===== config.mk =====
export PLATFORM = sky130hd
export DESIGN_NAME = io_serial_tx
export DESIGN_NICKNAME = d
export VERILOG_FILES = /design/src/rtl/io_serial_tx.sv
export SDC_FILE = /design/constraint.sdc
export NUM_CORES = 1
export LEC_CHECK = 0
export BUFFER_PORTS_ARGS = -buffer_cell sky130_fd_sc_hd__buf_4
export CAP_MARGIN = 10
export CELL_PAD_IN_SITES_DETAIL_PLACEMENT = 2
export CELL_PAD_IN_SITES_GLOBAL_PLACEMENT = 2
export CORE_UTILIZATION = 40
export DETAILED_ROUTE_END_ITERATION = 12
export PLACE_DENSITY_LB_ADDON = 0.1
export SLEW_MARGIN = 20
export SYNTH_ARGS = -nofsm -noshare
export SYNTH_HDL_FRONTEND = slang
export SYNTH_SLANG_ARGS = --single-unit

===== constraint.sdc =====
create_clock -name clk -period 7.7 [get_ports clk]
set_input_delay 1.155 -clock clk [delete_from_list [all_inputs] [get_ports clk]]
set_output_delay 1.155 -clock clk [all_outputs]
set_load 0.01 [all_outputs]

===== src/rtl/io_serial_tx.sv =====
// 8N1 serial transmitter fed by a small byte FIFO from a CPU output port.
// Status nibble {overflow, busy, empty, full} is read back through a CPU input port.
module io_serial_tx #(
  parameter int unsigned CLKS_PER_BIT = 16,
  parameter int unsigned FIFO_DEPTH   = 4
) (
  input  logic       clk,
  input  logic       reset,
  input  logic       wr,
  input  logic [7:0] data,
  input  logic       clr,
  output logic       tx,
  output logic [3:0] status,
  output logic [4:0] level
);

  localparam int unsigned PtrW     = $clog2(FIFO_DEPTH);
  localparam logic [7:0]  BaudLast = 8'(CLKS_PER_BIT - 1);
  localparam logic [4:0]  DepthLvl = 5'(FIFO_DEPTH);
  localparam logic [PtrW-1:0] PtrOne = PtrW'(1);

  typedef enum logic [1:0] {
    StIdle,
    StStart,
    StData,
    StStop
  } state_e;

  state_e          state_q, state_d;
  logic [7:0]      baud_q, baud_d;
  logic [2:0]      bit_q, bit_d;
  logic [7:0]      shift_q, shift_d;
  logic            tx_q, tx_d;
  logic [PtrW-1:0] wptr_q, wptr_d;
  logic [PtrW-1:0] rptr_q, rptr_d;
  logic [4:0]      count_q, count_d;
  logic            ovf_q, ovf_d;
  logic [7:0]      mem_q [FIFO_DEPTH];

  logic       full;
  logic       empty;
  logic       push;
  logic       pop;
  logic       baud_end;
  logic [7:0] head;

  assign full     = (count_q == DepthLvl);
  assign empty    = (count_q == 5'd0);
  // Full is judged before the edge, so a same-edge pop never makes room.
  assign push     = wr & ~full;
  assign baud_end = (baud_q == BaudLast);
  assign head     = mem_q[rptr_q];

  always_comb begin
    state_d = state_q;
    baud_d  = baud_q;
    bit_d   = bit_q;
    shift_d = shift_q;
    tx_d    = tx_q;
    pop     = 1'b0;
    case (state_q)
      StIdle: begin
        baud_d = 8'd0;
        bit_d  = 3'd0;
        tx_d   = 1'b1;
        if (!empty) begin
          pop     = 1'b1;
          shift_d = head;
          tx_d    = 1'b0;
          state_d = StStart;
        end
      end
      StStart: begin
        if (baud_end) begin
          baud_d  = 8'd0;
          bit_d   = 3'd0;
          tx_d    = shift_q[0];
          state_d = StData;
        end else begin
          baud_d = baud_q + 8'd1;
        end
      end
      StData: begin
        if (baud_end) begin
          baud_d = 8'd0;
          if (bit_q == 3'd7) begin
            tx_d    = 1'b1;
            state_d = StStop;
          end else begin
            bit_d   = bit_q + 3'd1;
            shift_d = {1'b0, shift_q[7:1]};
            tx_d    = shift_q[1];
          end
        end else begin
          baud_d = baud_q + 8'd1;
        end
      end
      StStop: begin
        if (baud_end) begin
          baud_d = 8'd0;
          // Chain straight into the next start bit when more data is queued.
          if (!empty) begin
            pop     = 1'b1;
            shift_d = head;
            tx_d    = 1'b0;
            state_d = StStart;
          end else begin
            tx_d    = 1'b1;
            state_d = StIdle;
          end
        end else begin
          baud_d = baud_q + 8'd1;
        end
      end
      default: begin
        state_d = StIdle;
        baud_d  = 8'd0;
        bit_d   = 3'd0;
        tx_d    = 1'b1;
      end
    endcase
  end

  always_comb begin
    wptr_d  = push ? (wptr_q + PtrOne) : wptr_q;
    rptr_d  = pop ? (rptr_q + PtrOne) : rptr_q;
    count_d = count_q;
    case ({push, pop})
      2'b10:   count_d = count_q + 5'd1;
      2'b01:   count_d = count_q - 5'd1;
      default: count_d = count_q;
    endcase
    ovf_d = ovf_q;
    if (wr && full) begin
      ovf_d = 1'b1;
    end else if (clr) begin
      ovf_d = 1'b0;
    end
  end

  always_ff @(posedge clk) begin
    if (!reset) begin
      state_q <= StIdle;
      baud_q  <= 8'd0;
      bit_q   <= 3'd0;
      shift_q <= 8'd0;
      tx_q    <= 1'b1;
      wptr_q  <= '0;
      rptr_q  <= '0;
      count_q <= 5'd0;
      ovf_q   <= 1'b0;
    end else begin
      state_q <= state_d;
      baud_q  <= baud_d;
      bit_q   <= bit_d;
      shift_q <= shift_d;
      tx_q    <= tx_d;
      wptr_q  <= wptr_d;
      rptr_q  <= rptr_d;
      count_q <= count_d;
      ovf_q   <= ovf_d;
    end
  end

  always_ff @(posedge clk) begin
    if (reset && push) begin
      mem_q[wptr_q] <= data;
    end
  end

  assign tx     = tx_q;
  assign status = {ovf_q, (state_q != StIdle), empty, full};
  assign level  = count_q;

endmodule

# ---- Yosys cells after proc, flatten, opt, wreduce, memory -nomap -nowiden
# Memories as Yosys holds them, arrays and structs flattened. A register that Yosys moved wholly into a read port is not among the register bits.
# Index checks and enable logic that the tools add are counted.
# W data, S select, Z words.
dict set report op_classes {
  n_addsub 6
  eq_ne 14
  muxes 34
  n_bitwise 2
  n_reduce_logical 14
}
# op count
set op_table {}
lappend op_table {{$mux W8} 5}
lappend op_table {{$pmux W8 S3} 1}
lappend op_table {{$pmux W8 S2} 1}
lappend op_table {{$mux W2} 7}
lappend op_table {{$mux W1} 12}
lappend op_table {{$ne A2 B2 Y1 const B} 6}
lappend op_table {{$pmux W5 S2} 1}
lappend op_table {{$mux W3} 3}
lappend op_table {{$pmux W3 S3} 1}
lappend op_table {{$add A8 B1 Y8 const B} 1}
lappend op_table {{$eq A8 B4 Y1 const B} 1}
lappend op_table {{$pmux W2 S4} 1}
lappend op_table {{$reduce_and A4 Y1} 2}
lappend op_table {{$eq A2 B2 Y1 const B} 3}
lappend op_table {{$reduce_bool A2 Y1} 3}
lappend op_table {{$reduce_bool A3 Y1} 2}
lappend op_table {{$add A5 B1 Y5 const B} 1}
lappend op_table {{$eq A5 B3 Y1 const B} 1}
lappend op_table {{$logic_not A5 Y1} 1}
lappend op_table {{$reduce_and A5 Y1} 1}
lappend op_table {{$sub A5 B1 Y5 const B} 1}
lappend op_table {{$add A2 B1 Y2 const B} 2}
lappend op_table {{$eq A2 B1 Y1 const B} 2}
lappend op_table {{$pmux W1 S4} 1}
lappend op_table {{other kinds (9)} 10}
dict set report word_totals {
  ff_bits 32
  ram_bits 32
  in_bits 12
  output_inout_bits 10
  word_cells 80
  mem_count 1
}
# memory words word_bits read_ports rd_clocked_by_memory_dff write_ports line_no
set mem_list {}
lappend mem_list {mem_q 4 8 1 1 1 38} ;# logic [7:0] mem_q [FIFO_DEPTH];

# ---- Logic depth before layout (Yosys ltp)
dict set report logic_depth {
  depth_word 6
  depth_mapped 13
  depth_no_buf 11
}

# ---- Worst setup path before layout
# No wires, ideal clock.
dict set report synth_timing {
  kind {input port to flip-flop}
  startpoint {input wr}
  endpoint {register count_q[4] (netlist: level[4])}
  setup_ns 0.126
  t_arrival_ns 2.956
  t_required_ns 7.574
  path_slack_ns 4.618
  stages 10
  n_path_buf 1
  path_cell_list {a21boi_1 inv_1 ha_1 clkbuf_1 xor2_1 ha_1 a211o_1 a21oi_1 a211o_1 nand4_1}
}
dict set report synth_via {
  elab_chain_len 3
  elab_cells_between_ends 5
  classes_between {eq/ne (2); mux (1); bitwise (1); reduce/logical (1)}
}
# item line_no
set synth_lines {}
lappend synth_lines {{start, declared} 9} ;# input logic wr,
lappend synth_lines {{$and A1 B1 Y1 *} 50} ;# assign push = wr & ~full;
lappend synth_lines {{$eq A2 B1 Y1 or $eq A2 B2 Y1 (tied branches)} 128} ;# case ({push, pop})
lappend synth_lines {{$pmux W5 S2 or $reduce_bool A2 Y1 (tied branches)} --}
lappend synth_lines {{end signal, assigned} 160} ;# count_q <= count_d;
lappend synth_lines {{end, declared} 36} ;# logic [4:0] count_q, count_d;
# Every way passes the cells marked *; elsewhere a longest branch is shown, timed or not.
# A chain may end at the register's enable or synchronous reset.

# ---- Worst setup path in the final report
dict set report layout_timing {
  startpoint {register baud_q[4]}
  endpoint {register count_q[2] (netlist: level[2])}
}
dict set report layout_via {
  elab_chain_len 5
  elab_cells_between_ends 7
  classes_between {eq/ne (3); mux (3); reduce/logical (1)}
}
# item line_no
set layout_lines {}
lappend layout_lines {{start, declared} 30} ;# logic [7:0] baud_q, baud_d;
lappend layout_lines {{start signal, assigned} 154} ;# baud_q <= baud_d;
lappend layout_lines {{$eq A8 B4 Y1 *} 51} ;# assign baud_end = (baud_q == BaudLast);
lappend layout_lines {{$mux W1 *} 99} ;# if (baud_end) begin
lappend layout_lines {{$pmux W1 S2 *} 61} ;# case (state_q)
lappend layout_lines {{via pop} 43} ;# logic pop;
lappend layout_lines {{$eq A2 B1 Y1 or $eq A2 B2 Y1 (tied branches)} 128}
lappend layout_lines {{$pmux W5 S2 or $reduce_bool A2 Y1 (tied branches)} --}
# The timed path passes the listed nets; every way through them passes the cells marked *.

==> impl_metrics.yaml <==
pwr:
  clkPwrFrac_pct: 28.7
  leakagePower_uw: 0.00131
  max-vdd-ir-drop_v: 0.000152
  switching_share_pct: 33.9
  p_int_uw: 813
  p_comb_share_pct: 32.9
  powerDensity_nw_per_um2: 348
  switchingPower_uw: 417
  seq_power_share_pct: 38.4
logic_synthesis:
  async_flop_share_pct: 0
  synth_cell_types: 46
  synth_area_um2: 3090
  synth_ff_type: "dfxtp_1"
  synth-seq-cells: 66
  synth_edf_count: 32
  syn-instance-count: 264
  syn_nets: 292
  yosysWarnings: 0
  synth-seq-area-share_pct: 53.2
  syn_area_per_cell_um2: 11.7
timing:
  finalSetupTns_ns: 0
  fmax_mhz: 311
  maxSlewViolCount: 0
  fin_ws_ns: 4.48
  rsz0062_at_grt: "no"
  setup_viol: 0
  finalCritPeriodShare_pct: 41.8
  worst_pin_slew_ns: 0.842
  timing_hold_violations_final: 0
  slew_headroom_pct: 43.8
  fin_worst_skew_ns: 0.00988
  min_period_ns: 3.22
routing:
  drt_iter0_drc: 49
  wire_per_inst_um: 17.5
  via_per_inst: 5.48
  drt-pass1-iter-count: 4
  antenna_left: 0
  drc: 0
  totalWireLength_um: 6680
  vias: 2094
final_layout:
  drive_gt1_share_pct: 19.4
  synthToLayoutAreaGrowth_pct: 14.4
  nets: 307
  diodes: 0
critical_path:
  critPathArrivalTime_ns: 3.49
  critPathKind: "reg2reg"
  worstPathRequired_ns: 7.97
  cp_cell_sequence: "nor4_1 -> a31oi_1 -> nor3_1 -> ha_1 -> xor2_1 -> ha_1 -> a21oi_1 -> xor2_1 -> or3_1 -> a21oi_1"
  critPathSlowestCell: "nor4_1"
  end_kind: "flop"
  startpoint_type: "flop"
  critPathMaxStageDelay_ns: 0.55
  cp_max_fo: 9
floorplanning:
  die_x_um: 89.8
  core_um2: 7370
  initial_core_util_pct: 41.9
  boundaryPins: 22
  fp.dieH_um: 89.8
  rows: 31
  die-area_um2: 8070
placement:
  port_buffers: 21
  dp_hpwl_um: 4590
  gp_congestion: 0.684
  dp_slack_ns: 4.31
clock_tree:
  clock_latency_ns: 0.35
  cts_buffers: 9
  cts_hold_buffers: 0
  cts_resized: 0
  cts.sinks: 66
  cts-root-buf: "clkbuf_8"
  cts_tree: "built"
  path_clk_slew_ns: 0.07
  clk_path_buf_depth: 2
  post-cts-setup-buffers: 0
  htreeDepth: 3
min_path:
  min_path_type: "reg2reg"
flow_run:
  drv_cap: 0
outcome:
  status: "completed"
grt:
  gr-usage-all-layers_pct: 18.0
  grt_pass1_wl_um: 11200
  grt_pass1_vias: 2176
  antenna_found_initial: 0
  grt_start_max_net_pins: 24
  overflow: 0
## synthesized netlist by cell type, types with 6 or more instances
master,instances,area [um^2]
a21oi_1,8,40.0
a31oi_1,8,50.1
and3_1,6,37.5
clkbuf_1,13,48.8
dfxtp_1,34,681
edfxtp_1,32,961
ha_1,16,200
inv_1,11,41.3
mux4_2,8,180
nand2_1,8,30.0
nand2b_1,6,37.5
nand3_1,7,35.0
nor2_1,19,71.3
o21a_1,8,60.1
o21ai_0,10,50.1
or3b_2,7,61.3
xor2_1,6,52.6
## power groups by stage
| stage | Sequential, uW | Combinational, uW | Clock (uW) |
|---|---|---|---|
| 2_1_floorplan | 456 | 316 | 0 |
| 3_3_place_gp | 478 | 395 | 0 |
| 3_5_place_dp | 480 | 405 | 0 |
| 4_1_cts | 474 | 411 | 366 |
| 5_1_grt | 483 | 451 | 375 |
| 6_report | 473 | 405 | 353 |
## critical path, delay by kind of cell, from the launching register on
| kind | cells | cell delay [ns] |
|---|---|---|
| adder cells (fa/ha/maj) | 2 | 0.66 |
| flip-flops | 1 | 0.38 |
| XOR/XNOR | 2 | 0.34 |
| AO/OA/AOI/OAI | 3 | 0.43 |
| AND/OR/NAND/NOR | 3 | 1.34 |
## sequential cells by signal (all words and copies together) (netlist names), named ones only
register  count
tx            1
mem_q        32
ovf_q         1
state_q       2
wptr_q        2
bit_q         3
level         5
baud_q        8
shift_q       8
rptr_q        2
## layer usage
metal / wire length, um / vias to the layer above / global-route usage, %
met4: 88 / 0 / 6.01
met3: 209 / 8 / 5.84
met1: 3150 / 1045 / 23.1
met5: 0 / - / 0
met2: 3230 / 31 / 28.8
li1: - / 1010 / -
## cell type report
cell class,instances,area (um^2)
clock inverter,6,115
timing repair buffer,21,158
fill,737,3840
multi-input combinational,170,1330
inverter,11,41.3
sequential,66,1640
clock buffer,9,124
tap,99,124
## cells in the final DEF, fill, tap and decap left out, types with 3 or more instances in the layout
master / netlist / layout
or3_1: 3 / 3
mux2i_1: 5 / 5
xnor2_1: 4 / 4
and3_1: 6 / 6
a31oi_1: 8 / 8
nand2b_1: 6 / 6
nor4_1: 3 / 3
o21a_1: 8 / 8
buf_4: 3 / 21
or3b_2: 7 / 7
dfxtp_1: 34 / 34
mux4_2: 8 / 8
nor3_1: 3 / 3
xor2_1: 6 / 6
ha_1: 16 / 16
nor2b_1: 3 / 3
nand3_1: 7 / 7
nand2_1: 8 / 8
inv_1: 11 / 11
nand4_1: 5 / 5
nor2_1: 19 / 19
bufinv_16: 0 / 3
o21ai_0: 10 / 10
edfxtp_1: 32 / 32
clkbuf_8: 0 / 9
a21oi_1: 8 / 8
## per-stage QoR
step	instances	total power (uW)	area [um^2]	util [%]	hold slack (ns)
after global placement	367	873	3290	44.7	0.439
after floorplan	264	772	3090	-	0.426
after detailed placement	367	885	3290	44.7	0.451
final	382	1230	3530	47.9	0.465
after CTS	382	1250	3530	47.9	0.468
after global routing	382	1310	3530	47.9	0.490
## final timing paths
path	cells after the start	slack [ns]	startpoint	endpoint
worst max-delay path	10	4.48	baud_q[4]	level[2]
worst min-delay path	1	0.47	shift_q[2]	shift_q[2]
worst max register to register	10	4.48	baud_q[4]	level[2]
worst min register to register	1	0.47	shift_q[2]	shift_q[2]
## kinds of logic after synthesis
| kind of cell | count (synthesis) | synth area share [%] |
|---|---|---|
| mux | 13 | 7.46 |
| compound gates | 52 | 11.7 |
| flops | 66 | 53.2 |
| simple gates | 79 | 14.5 |
| buf+inv | 28 | 3.81 |
| fa+ha+maj | 16 | 6.49 |
| xor+xnor | 10 | 2.84 |
(Power assumes the default switching activity.)
